--- src/rtl/mapper_sdram_bridge_pkg.sv ---
// Shared definitions for the mapper-to-SDRAM bridge: FSM encoding,
// address width and the fixed data returned for unmapped or failed accesses.
package mapper_sdram_bridge_pkg;

    localparam int ADDR_W = 27;

    localparam logic [ADDR_W-1:0] UNMAPPED_ADDR = {ADDR_W{1'b1}};
    localparam logic [7:0]        FF_DATA       = 8'hFF;

    typedef logic [1:0] bridge_state_t;

    localparam bridge_state_t ST_IDLE     = 2'd0;
    localparam bridge_state_t ST_WAIT_ACK = 2'd1;
    localparam bridge_state_t ST_HOLD     = 2'd2;

endpackage

--- src/rtl/mapper_sdram_bridge.sv ---
// Bridges translated cartridge-mapper accesses onto the SDRAM controller
// req/ack port, stalling the CPU until data returns or the request times out.
//
// state    | meaning
// ---------+-----------------------------------------------------------
// IDLE     | waiting for a qualifying CPU access
// WAIT_ACK | request outstanding at the controller, CPU stalled
// HOLD     | access finished, read data held until mreq drops
module mapper_sdram_bridge
    import mapper_sdram_bridge_pkg::*;
#(
    parameter int ADDR_W  = mapper_sdram_bridge_pkg::ADDR_W,
    parameter int TIMEOUT = 255
) (
    input  logic              clk_sys,
    input  logic              reset,
    input  logic              mreq,
    input  logic              rd,
    input  logic              wr,
    input  logic [7:0]        cpu_wdata,
    input  logic              map_ram_cs,
    input  logic              map_ram_we,
    input  logic [ADDR_W-1:0] map_addr,
    output logic              mem_req,
    output logic              mem_we,
    output logic [ADDR_W-1:0] mem_addr,
    output logic [7:0]        mem_wdata,
    input  logic              mem_ack,
    input  logic [7:0]        mem_rdata,
    output logic              cpu_wait_n,
    output logic [7:0]        cpu_rdata,
    output logic              timeout_err
);

    localparam int              CNT_W    = $clog2(TIMEOUT + 1);
    localparam logic [CNT_W-1:0] CNT_LAST = CNT_W'(TIMEOUT - 1);
    localparam logic [CNT_W-1:0] CNT_MAX  = {CNT_W{1'b1}};

    bridge_state_t    state;
    logic [CNT_W-1:0] counter;
    logic             rd_hit;
    logic             wr_hit;
    logic             any_hit;
    logic             mapped;

    // Access qualification; a simultaneous rd/wr is treated as a read.
    always_comb begin
        rd_hit     = mreq & rd & map_ram_cs;
        wr_hit     = mreq & wr & map_ram_we & ~rd;
        any_hit    = rd_hit | wr_hit;
        mapped     = (map_addr != {ADDR_W{1'b1}});
        cpu_wait_n = ~(((state == ST_IDLE) & any_hit & mapped) |
                       (state == ST_WAIT_ACK));
    end

    // Request FSM with saturating timeout counter and sticky error flag.
    always_ff @(posedge clk_sys or posedge reset) begin
        if (reset) begin
            state       <= ST_IDLE;
            mem_req     <= 1'b0;
            mem_we      <= 1'b0;
            mem_addr    <= '0;
            mem_wdata   <= 8'h00;
            cpu_rdata   <= FF_DATA;
            timeout_err <= 1'b0;
            counter     <= '0;
        end else begin
            case (state)
                ST_IDLE: begin
                    if (any_hit) begin
                        if (mapped) begin
                            mem_addr  <= map_addr;
                            mem_we    <= wr_hit;
                            mem_wdata <= cpu_wdata;
                            mem_req   <= 1'b1;
                            counter   <= '0;
                            state     <= ST_WAIT_ACK;
                        end else begin
                            cpu_rdata <= FF_DATA;
                            state     <= ST_HOLD;
                        end
                    end
                end
                ST_WAIT_ACK: begin
                    // An ack coinciding with the last timeout cycle still wins.
                    if (mem_ack) begin
                        mem_req <= 1'b0;
                        if (!mem_we) begin
                            cpu_rdata <= mem_rdata;
                        end
                        state <= ST_HOLD;
                    end else if (counter == CNT_LAST) begin
                        mem_req     <= 1'b0;
                        cpu_rdata   <= FF_DATA;
                        timeout_err <= 1'b1;
                        state       <= ST_HOLD;
                    end else if (counter != CNT_MAX) begin
                        counter <= counter + 1'b1;
                    end
                end
                ST_HOLD: begin
                    if (!mreq) begin
                        state <= ST_IDLE;
                    end
                end
                default: begin
                    state <= ST_IDLE;
                end
            endcase
        end
    end

endmodule

--- config.mk ---
export PLATFORM = sky130hd
export DESIGN_NAME = mapper_sdram_bridge
export DESIGN_NICKNAME = d
export VERILOG_FILES = /design/src/rtl/mapper_sdram_bridge_pkg.sv /design/src/rtl/mapper_sdram_bridge.sv
export SDC_FILE = /design/constraint.sdc
export NUM_CORES = 1
export LEC_CHECK = 0
export ABC_AREA = 0
export ABC_CLOCK_PERIOD_IN_PS = 3350
export CAP_MARGIN = 20
export CORE_MARGIN = 3
export CORE_UTILIZATION = 45
export CTS_BUF_LIST = sky130_fd_sc_hd__clkbuf_4 sky130_fd_sc_hd__clkbuf_8 sky130_fd_sc_hd__clkbuf_16
export CTS_CLUSTER_SIZE = 25
export DETAILED_ROUTE_END_ITERATION = 8
export PLACE_DENSITY = 0.83
export RECOVER_POWER = 100
export SYNTH_ARGS = -nofsm -noshare
export SYNTH_HDL_FRONTEND = slang
export SYNTH_SLANG_ARGS = --single-unit
--- constraint.sdc ---
create_clock -name clk_sys -period 3.35 [get_ports clk_sys]
set_input_delay 0.5025 -clock clk_sys [delete_from_list [all_inputs] [get_ports clk_sys]]
set_output_delay 0.5025 -clock clk_sys [all_outputs]
set_load 0.03 [all_outputs]
==> results of run 1 <==
synth_stat cells (all sizes together) (3+ instances only):
master,number,share of area
nand2b,4,0.010
nand4,5,0.013
nor2,10,0.019
nand3,4,0.012
a31oi,6,0.018
a21oi,9,0.019
o21a,4,0.013
o22a,9,0.036
dfrtp,48,0.50
nand2,9,0.017
inv,4,0.0062
buf,3,0.014
o21ai,4,0.0083
mux2,36,0.17
dfstp,8,0.087
per-layer routing:
metal | global-route usage | vias up | share of wire
met2 | 0.305 | 64 | 0.47
met3 | 0.0418 | 6 | 0.065
met5 | 0 | - | 0
met1 | 0.230 | 890 | 0.45
li1 | - | 872 | -
met4 | 0.0636 | 0 | 0.016
stage by stage:
stage               power (W)  std cells  setup slack (ps)  utilization  cell area, um^2
global placement      0.00276        346               367        0.670             3460
floorplan             0.00208        180              1280            -             2420
global route          0.00328        355               201        0.688             3560
finish                0.00310        355               328        0.688             3560
CTS                   0.00326        354               326        0.693             3590
detailed placement    0.00280        346               339        0.670             3460
layout make-up:
cell class	instances	area [um^2]
well taps	70	87.6
fillers	376	1610
inverters	4	15.0
repair buffers	100	991
clock inverters	2	38.8
multi-input cells	117	933
clock buffers	6	82.6
flip-flops and latches	56	1410
final timing paths:
path | end | cells past startpoint | slack [ps] | from
min | timeout_err | 1 | 480 | timeout_err
min in group asynchronous | mem_addr[20] | 2 | 540 | reset
min reg2reg | timeout_err | 1 | 480 | timeout_err
max | cpu_wait_n | 6 | 330 | map_addr[19]
max reg2reg | mem_addr[10] | 4 | 1310 | state[0]
max in group asynchronous | mem_wdata[1] | 3 | 740 | reset
kinds of logic (layout without fill, tap and decap cells):
kind of cell,count (synthesis),in the layout
AND/OR/NAND/NOR,42,42
buffers and inverters,7,112
flip-flops,56,56
adder cells (fa/ha/maj),2,2
AO/OA/AOI/OAI,37,37
multiplexers,36,36
power breakdown:
part	leakage, nW	total [W]	switching (W)	internal, W
Sequential	0.674	0.00116	0.000155	0.00100
Clock	0.0614	0.000453	0.000209	0.000245
Combinational	0.756	0.00148	0.000870	0.000615
flip-flops by register name (all words and copies together) (netlist names):
signal,cells
timeout_err,1
mem_req,1
counter,8
mem_we,1
mem_addr,27
mem_wdata,8
cpu_rdata,8
state,2
==> results_dict.tcl, run 1 <==
set metrics [dict create \
    status "finished, violations left" \
    violations "capacitance limit, slew limit" \
    die_area_um2 6310 \
    cp-start-kind "input pin" \
    crit_family "buffers and inverters" \
    drive_gt1_frac 0.0842 \
    drtIter0Drc 69 \
    cp_max_fo 2 \
    wl_mm 5.45 \
    numCtsBuffers 5 \
    final_cell_mix "dlygate4sd3_1, dfrtp_1, clkdlybuf4s50_1" \
    crit_path_max_incr_delay_ps 750 \
    slew_headroom -0.271 \
    synth_edf_count 0 \
    worstPathRequired_ps 2850 \
    cts_sinks 56 \
    via_count 1832 \
    ant_nets 0 \
    row_count 26 \
    slowest_stage "dlygate4sd3_1" \
    hold_slack_ps 483 \
    mostFrequentLayoutCell "dlygate4sd3_1" \
    grt.total_usage 0.181 \
    p_leak_nw 1.49 \
    ys_async_sr_fraction 1.00 \
    synth_compound_area_frac 0.119 \
    period_share 0.902 \
    critPathBufInv 2 \
    path_cells "dlygate4sd3_1 > nand4_1 > nor3_1 > nand3_2 > a21oi_1 > dlygate4sd3_1" \
    arrival_ps 2520 \
    ys_seq_elements 56 \
    yosysSeqAreaShare 0.582 \
    ir_drop_uv 409 \
    grt-ovfl-total 0 \
    die_x_um 79.4 \
    ys.flop_type "dfrtp_1" \
    fin_crit_ps 3020 \
    rsz0062_at_grt "no" \
    hold_viol 0 \
    synth_xor_area_frac 0 \
    io_pins 98 \
    root_buffer "clkbuf_8" \
    cts_max_level 2 \
    cp-end-kind "output pin" \
    grt_pass1_vias 1855 \
    muxShareOfSynthArea 0.167 \
    clockBufferDepth 2 \
    synth_top_family_by_area "multiplexers" \
    tns_ps 0 \
    io_buffers 97 \
    skew_ps 7.18 \
    syn_area_um2 2420 \
    gp_congestion 0.831 \
    tightest_slew_ps 1900 \
    cts-hold-fix-buffers 0 \
    drv_slew 47 \
    hpwl_mm 4.18 \
    syn_area_per_cell_um2 13.5 \
    drc_errors 0 \
    clk_pin_slew_ps 100 \
    antenna_found_initial 0 \
    worst-setup-path-type "input pin to output pin" \
    crit_top_cell "dlygate4sd3_1" \
    grt_start_max_net_pins 52 \
    start_util 0.469 \
    post_cts_resized 0 \
    die_y_um 79.4 \
    viasPerCell 5.16 \
    diodes 0 \
    worstHoldPathType "flop to flop" \
    core_um2 5170 \
    final_nets 337 \
    drv_cap 1 \
    ys_warn_count 0 \
    area.growth.synth_to_final_pct 46.8 \
    yosys.area_share.adder 0.0103 \
    clock_latency_ps 300 \
    synth-simple-area-share 0.101 \
    syn_inst 180 \
    routedWlPerCell_um 15.3 \
    grt_pass1_wl_mm 8.85 \
    p_per_area_nw_per_um2 870 \
    yosysUniqueCellTypes 36 \
    fmax_mhz 331 \
    finalSetupViolCount 0 \
    tritoncts "built" \
    synth_nets 233 \
    postCtsSetupBuffers 0 \
    detail_route.first_pass.iterations 4 \
]
Note: power is estimated with default switching activity, not from simulation.
==> run 2: changes to the inputs <==
--- a/config.mk
+++ b/config.mk
@@ -5,15 +5,15 @@
 export SDC_FILE = /design/constraint.sdc
 export NUM_CORES = 1
 export LEC_CHECK = 0
-export ABC_AREA = 0
+export ABC_AREA = 1
 export ABC_CLOCK_PERIOD_IN_PS = 3350
 export CAP_MARGIN = 20
 export CORE_MARGIN = 3
 export CORE_UTILIZATION = 45
 export CTS_BUF_LIST = sky130_fd_sc_hd__clkbuf_4 sky130_fd_sc_hd__clkbuf_8 sky130_fd_sc_hd__clkbuf_16
-export CTS_CLUSTER_SIZE = 25
+export CTS_CLUSTER_SIZE = 20
 export DETAILED_ROUTE_END_ITERATION = 8
-export PLACE_DENSITY = 0.83
+export PLACE_DENSITY = 0.8
 export RECOVER_POWER = 100
 export SYNTH_ARGS = -nofsm -noshare
 export SYNTH_HDL_FRONTEND = slang
==> run 2 against run 1 <==
  * The run now ends clean
  * Critical path depth up 3
  * Core utilization shrank 1.7 points
  * Register-to-register slack worse by 570 ps
  * Clock power shrank 16%
  * Largest cell class unchanged
==> results_dict.tcl, run 2 <==
set metrics [dict create \
    yosysTopAreaCell "dfrtp_1" \
    ys_async_sr_fraction 1.00 \
    critPathBufInv 4 \
    area.growth.synth_to_final_pct 39.6 \
    wl_met1_mm 2.98 \
    period_share 0.831 \
    diodes 0 \
    status "completed" \
    grt_start_max_net_pins 57 \
    postCtsSetupBuffers 0 \
    mostFrequentLayoutCell "nand2_1" \
    synthTopCellsByCount "nand2_1, nand3_1, dfrtp_1" \
    worstHoldPathType "flop to flop" \
    tns_ps 0 \
    regMostFlops "mem_addr" \
    detail_route.first_pass.iterations 5 \
    reg2regPathDepth 9 \
    p_leak_nw 1.88 \
    met2_length_mm 3.32 \
    row_count 27 \
    io_buffers 97 \
    clock_latency_ps 310 \
    viasPerCell 5.02 \
    core_um2 5710 \
    cts_max_level 2 \
    cp-start-kind "input pin" \
    grt_pass1_vias 2660 \
    yosysUniqueCellTypes 25 \
    die_y_um 84.1 \
    synth_nets 406 \
    yosysSeqAreaShare 0.514 \
    die_area_um2 7070 \
    cts_sinks 56 \
    p_per_area_nw_per_um2 762 \
    ys.flop_type "dfrtp_1" \
    timing.reg2reg.setup_slack_ps 740 \
    fin_crit_ps 2780 \
    layout.cells.non_filler 523 \
    setup_ws_ps 565 \
    drc_errors 0 \
    wl_met3_um 613 \
    tritoncts "built" \
    syn_area_um2 2740 \
    fmax_mhz 359 \
    clk_pin_slew_ps 90 \
    drv_cap 0 \
    dp.cells 515 \
    worstPathRequired_ps 2850 \
    ir_drop_uv 408 \
    final_nets 503 \
    start_util 0.481 \
    top_layer_used "met4" \
    cp_max_fo 37 \
    placed_cell_area_um2 3800 \
    cp-end-kind "output pin" \
    worst-setup-path-type "input pin to output pin" \
    crit_family "buffers and inverters" \
    drive_gt1_frac 0.0732 \
    yosysMostFrequentCell "nand2_1" \
    grt-ovfl-total 0 \
    post_cts_resized 0 \
    hold_viol 0 \
    arrival_ps 2280 \
    path_cells "clkdlybuf4s50_1 > inv_1 > nor2_1 > nand2_1 > nand2_1 > nand2_2 > inv_2 > a21oi_1 > buf_12" \
    cts-hold-fix-buffers 0 \
    netlist_top_cells_area "dfrtp_1, nand2_1, nand3_1, dfstp_2, nor2_1" \
    holdPathStages 2 \
    tightest_slew_ps 1360 \
    wl_mm 6.99 \
    synth_edf_count 0 \
    drtIter0Drc 87 \
    n_fill_cell 482 \
    routedWlPerCell_um 13.4 \
    crit_top_cell "nand2_1" \
    grt_pass1_wl_mm 11.9 \
    clockBufferDepth 2 \
    cp.depth 9 \
    ant_nets 0 \
    slew_headroom 0.0953 \
    rsz0062_at_grt "no" \
    slowest_stage "clkdlybuf4s50_1" \
    numCtsBuffers 5 \
    io_pins 98 \
    ys_seq_elements 56 \
    antenna_found_initial 0 \
    die_x_um 84.1 \
    finalSetupViolCount 0 \
    grt.total_usage 0.203 \
    hpwl_mm 5.12 \
    via_count 2626 \
    dp_slack_ps 754 \
    gp_congestion 0.847 \
    syn_inst 353 \
    root_buffer "clkbuf_8" \
    final_cell_mix "nand2_1, nand3_1, clkdlybuf4s50_1" \
    final_area_um2 3830 \
    skew_ps 3.72 \
    largest_reg_flops 27 \
    ys_warn_count 0 \
    netlist.area_leader.share 0.438 \
    drv_slew 0 \
    syn_area_per_cell_um2 7.77 \
    crit_path_max_incr_delay_ps 500 \
]
## run 2: changes by cell type in the layout (fill, tap and decap cells not counted), moves of 5 or more
cell	previous run	this run
nand2_1	8	153
nand3_1	2	57
mux2_1	36	0
nor2_1	9	28
inv_1	4	16
o22a_1	9	0
or2_2	0	8
a31oi_1	5	0
## run 2: worst register-to-register path, stage by stage, from the launching register on
cell     delay (ps)
dfrtp_1         370
inv_1            70
nor2_1          550
inv_4           100
nor2_1          180
inv_1            80
a21oi_1         550
nand2_1         380
nand2_1         150
nand2_1          60
## run 2: area by class of cell
cell class,instances,area [um^2],share of cell area
Inverter,19,73.8,0.0193
Clock inverter,2,10.0,0.00261
Clock buffer,6,82.6,0.0216
Multi-Input combinational cell,267,1160,0.303
Tap cell,72,90.1,0.0235
Sequential cell,56,1410,0.368
Timing Repair Buffer,101,1000,0.262
## run 2: worst paths after layout
path                               from           end
max reg2reg                    state[0]    counter[2]
min in group asynchronous         reset    counter[4]
min reg2reg                cpu_rdata[7]  cpu_rdata[7]
min                        cpu_rdata[7]  cpu_rdata[7]
max                                mreq    cpu_wait_n
max in group asynchronous         reset  mem_addr[24]
## run 2: routing by layer
layer  GRT usage  vias to the layer above
li1            -                     1305
met1       0.255                     1226
met2       0.335                       88
met3      0.0681                        7
met4      0.0556                        0
met5           0                        -
## run 2: stage by stage
step	hold slack (ps)	total power, W	utilization
2_1_floorplan	458	0.00200	-
3_3_place_gp	451	0.00265	0.666
3_5_place_dp	453	0.00269	0.666
4_1_cts	468	0.00307	0.682
5_1_grt	494	0.00311	0.671
6_report	465	0.00292	0.671
## run 2: kinds of logic after synthesis
family,synth area share
simple gates,0.399
fa+ha+maj,0.00912
compound gates,0.0260
flops,0.514
xor+xnor,0.00319
buf+inv,0.0483
## run 2: power by group
part | switching [W] | total (W) | internal (W)
clock network | 0.000214 | 0.000380 | 0.000166
logic | 0.000914 | 0.00144 | 0.000525
registers | 0.000136 | 0.00110 | 0.000964
==> run 3: changes to the inputs <==
--- a/config.mk
+++ b/config.mk
@@ -6,7 +6,7 @@
 export NUM_CORES = 1
 export LEC_CHECK = 0
 export ABC_AREA = 1
-export ABC_CLOCK_PERIOD_IN_PS = 3350
+export ABC_CLOCK_PERIOD_IN_PS = 2600
 export CAP_MARGIN = 20
 export CORE_MARGIN = 3
 export CORE_UTILIZATION = 45
==> constraint.sdc (replaced) <==
create_clock -name clk_sys -period 2.6 [get_ports clk_sys]
set_input_delay 0.39 -clock clk_sys [delete_from_list [all_inputs] [get_ports clk_sys]]
set_output_delay 0.39 -clock clk_sys [all_outputs]
set_load 0.03 [all_outputs]
==> run 3 against run 2 <==
  * Count of clock-buffer cells in the layout is 1 lower
  * Critical path depth is 1 lower
  * Global-route usage is 0.77 points higher
  * Non-clock buffer count is 2 higher
  * Clock power is 50% higher
  * Clock skew is 4.7 ps higher
  * Critical path type unchanged
==> results_dict.tcl, run 3 (synthesis gave the netlist of run 2 again) <==
set metrics [dict create \
    fmax_mhz 430 \
    tightest_slew_ps 1070 \
    final_cell_mix "nand2_1, nand3_1, clkdlybuf4s50_1" \
    clockBufferDepth 2 \
    arrival_ps 1940 \
    cp-start-kind "input pin" \
    cts_max_level 2 \
    gp_congestion 0.892 \
    die_x_um 84.1 \
    largest_reg_flops 27 \
    grtUsageMet2 0.355 \
    busiest_layer "met2" \
    grt_start_max_net_pins 30 \
    postCtsSetupBuffers 0 \
    core_um2 5710 \
    clock_latency_ps 310 \
    slowest_stage "clkdlybuf4s50_1" \
    grt_pass1_wl_mm 12.3 \
    wl_mm 7.06 \
    final_nets 505 \
    mostFrequentLayoutCell "nand2_1" \
    clk_pin_slew_ps 90 \
    hpwl_mm 5.44 \
    cp_max_fo 10 \
    ant_nets 0 \
    rsz0062_at_grt "no" \
    p_leak_nw 1.90 \
    dp_slack_ps 227 \
    viasPerCell 4.96 \
    final_area_um2 3880 \
    cts_sinks 56 \
    diodes 0 \
    cp-end-kind "output pin" \
    slew_headroom 0.289 \
    drv_cap 0 \
    hold_viol 0 \
    placed_cell_area_um2 3800 \
    grt_util_met1 0.266 \
    worstHoldPathType "flop to flop" \
    regMostFlops "mem_addr" \
    routedWlPerCell_um 13.4 \
    p_per_area_nw_per_um2 996 \
    start_util 0.481 \
    crit_top_cell "nand2_1" \
    multiInputGateArea_um2 1180 \
    drtIter0Drc 116 \
    worst-setup-path-type "input pin to output pin" \
    tns_ps 0 \
    antenna_found_initial 0 \
    status "completed" \
    crit_path_max_incr_delay_ps 510 \
    use_met3 0.0701 \
    tritoncts "built" \
    grt.total_usage 0.211 \
    ir_drop_uv 554 \
    drv_slew 0 \
    grt_pass1_vias 2661 \
    cts-hold-fix-buffers 0 \
    critPathBufInv 2 \
    io_buffers 97 \
    drc_errors 0 \
    post_cts_resized 0 \
    detail_route.first_pass.iterations 4 \
    worstPathRequired_ps 2210 \
    crit_family "buffers and inverters" \
    setup_ws_ps 275 \
    period_share 0.894 \
    drive_gt1_frac 0.0883 \
    path_cells "clkdlybuf4s50_1 > nand2_1 > nor2_1 > nand2_1 > nor2_1 > nand2_1 > a21oi_1 > buf_12" \
    finalSetupViolCount 0 \
    skew_ps 8.41 \
    fin_crit_ps 2330 \
    grt-ovfl-total 0 \
    die_area_um2 7070 \
    die_y_um 84.1 \
    root_buffer "clkbuf_8" \
    area.growth.synth_to_final_pct 41.6 \
    row_count 27 \
    seq_area_um2 1410 \
    n_fill_cell 500 \
    fin_util 0.680 \
    via_count 2602 \
    numCtsBuffers 5 \
    io_pins 98 \
]
## run 3: changes by cell type in the layout (fill, tap and decap cells not counted)
cell        change
buf_4           +1
inv_4           +1
nand2_2         +2
clkbuf_2        +1
nand2_1         -2
clkinv_2        -1
nor2_1          -2
clkinvlp_4      +1
bufinv_16       +1
clkbuf_8        -1
nor2_4          +2
clkinv_1        -1
## run 3: final timing paths
check                             startpoint  cells after the start            to  slack, ps
worst max register to register    counter[0]                      7    counter[6]        390
min in group asynchronous              reset                      2  mem_addr[10]        780
worst min-delay path            cpu_rdata[6]                      2  cpu_rdata[6]        470
max in group asynchronous              reset                      3       mem_req        750
worst max-delay path            map_addr[15]                      8    cpu_wait_n        270
worst min register to register  cpu_rdata[6]                      2  cpu_rdata[6]        470
## run 3: area by class of cell
cell class,count,area share
flip-flops and latches,56,0.363
clock buffers,5,0.0177
inverters,19,0.0196
clock inverters,3,0.0110
multi-input cells,267,0.304
repair buffers,103,0.261
well taps,72,0.0232
## run 3: layer usage
metal  wire length [um]  vias to the layer above
li1                   -                     1312
met5                  0                        -
met1               3030                     1209
met4                 42                        0
met3                517                        4
met2               3470                       77
## run 3: per-stage QoR
stage | cells | hold WS [ps] | total power (W)
floorplan | 353 | 458 | 0.00258
global placement | 517 | 451 | 0.00343
detailed placement | 517 | 457 | 0.00346
CTS | 525 | 471 | 0.00404
global route | 525 | 492 | 0.00412
finish | 525 | 468 | 0.00387
## run 3: worst min-delay path: cells and delay by family (launching register included)
family	cells	cell delay, ps
flip-flops	1	380
AND/OR/NAND/NOR	2	90
## run 3: power by group
| part | leakage [nW] | internal [W] | switching, W |
|---|---|---|---|
| Clock | 0.0541 | 0.000286 | 0.000286 |
| Sequential | 0.695 | 0.00124 | 0.000187 |
| Combinational | 1.15 | 0.000686 | 0.00118 |
| Total | 1.90 | 0.00221 | 0.00165 |
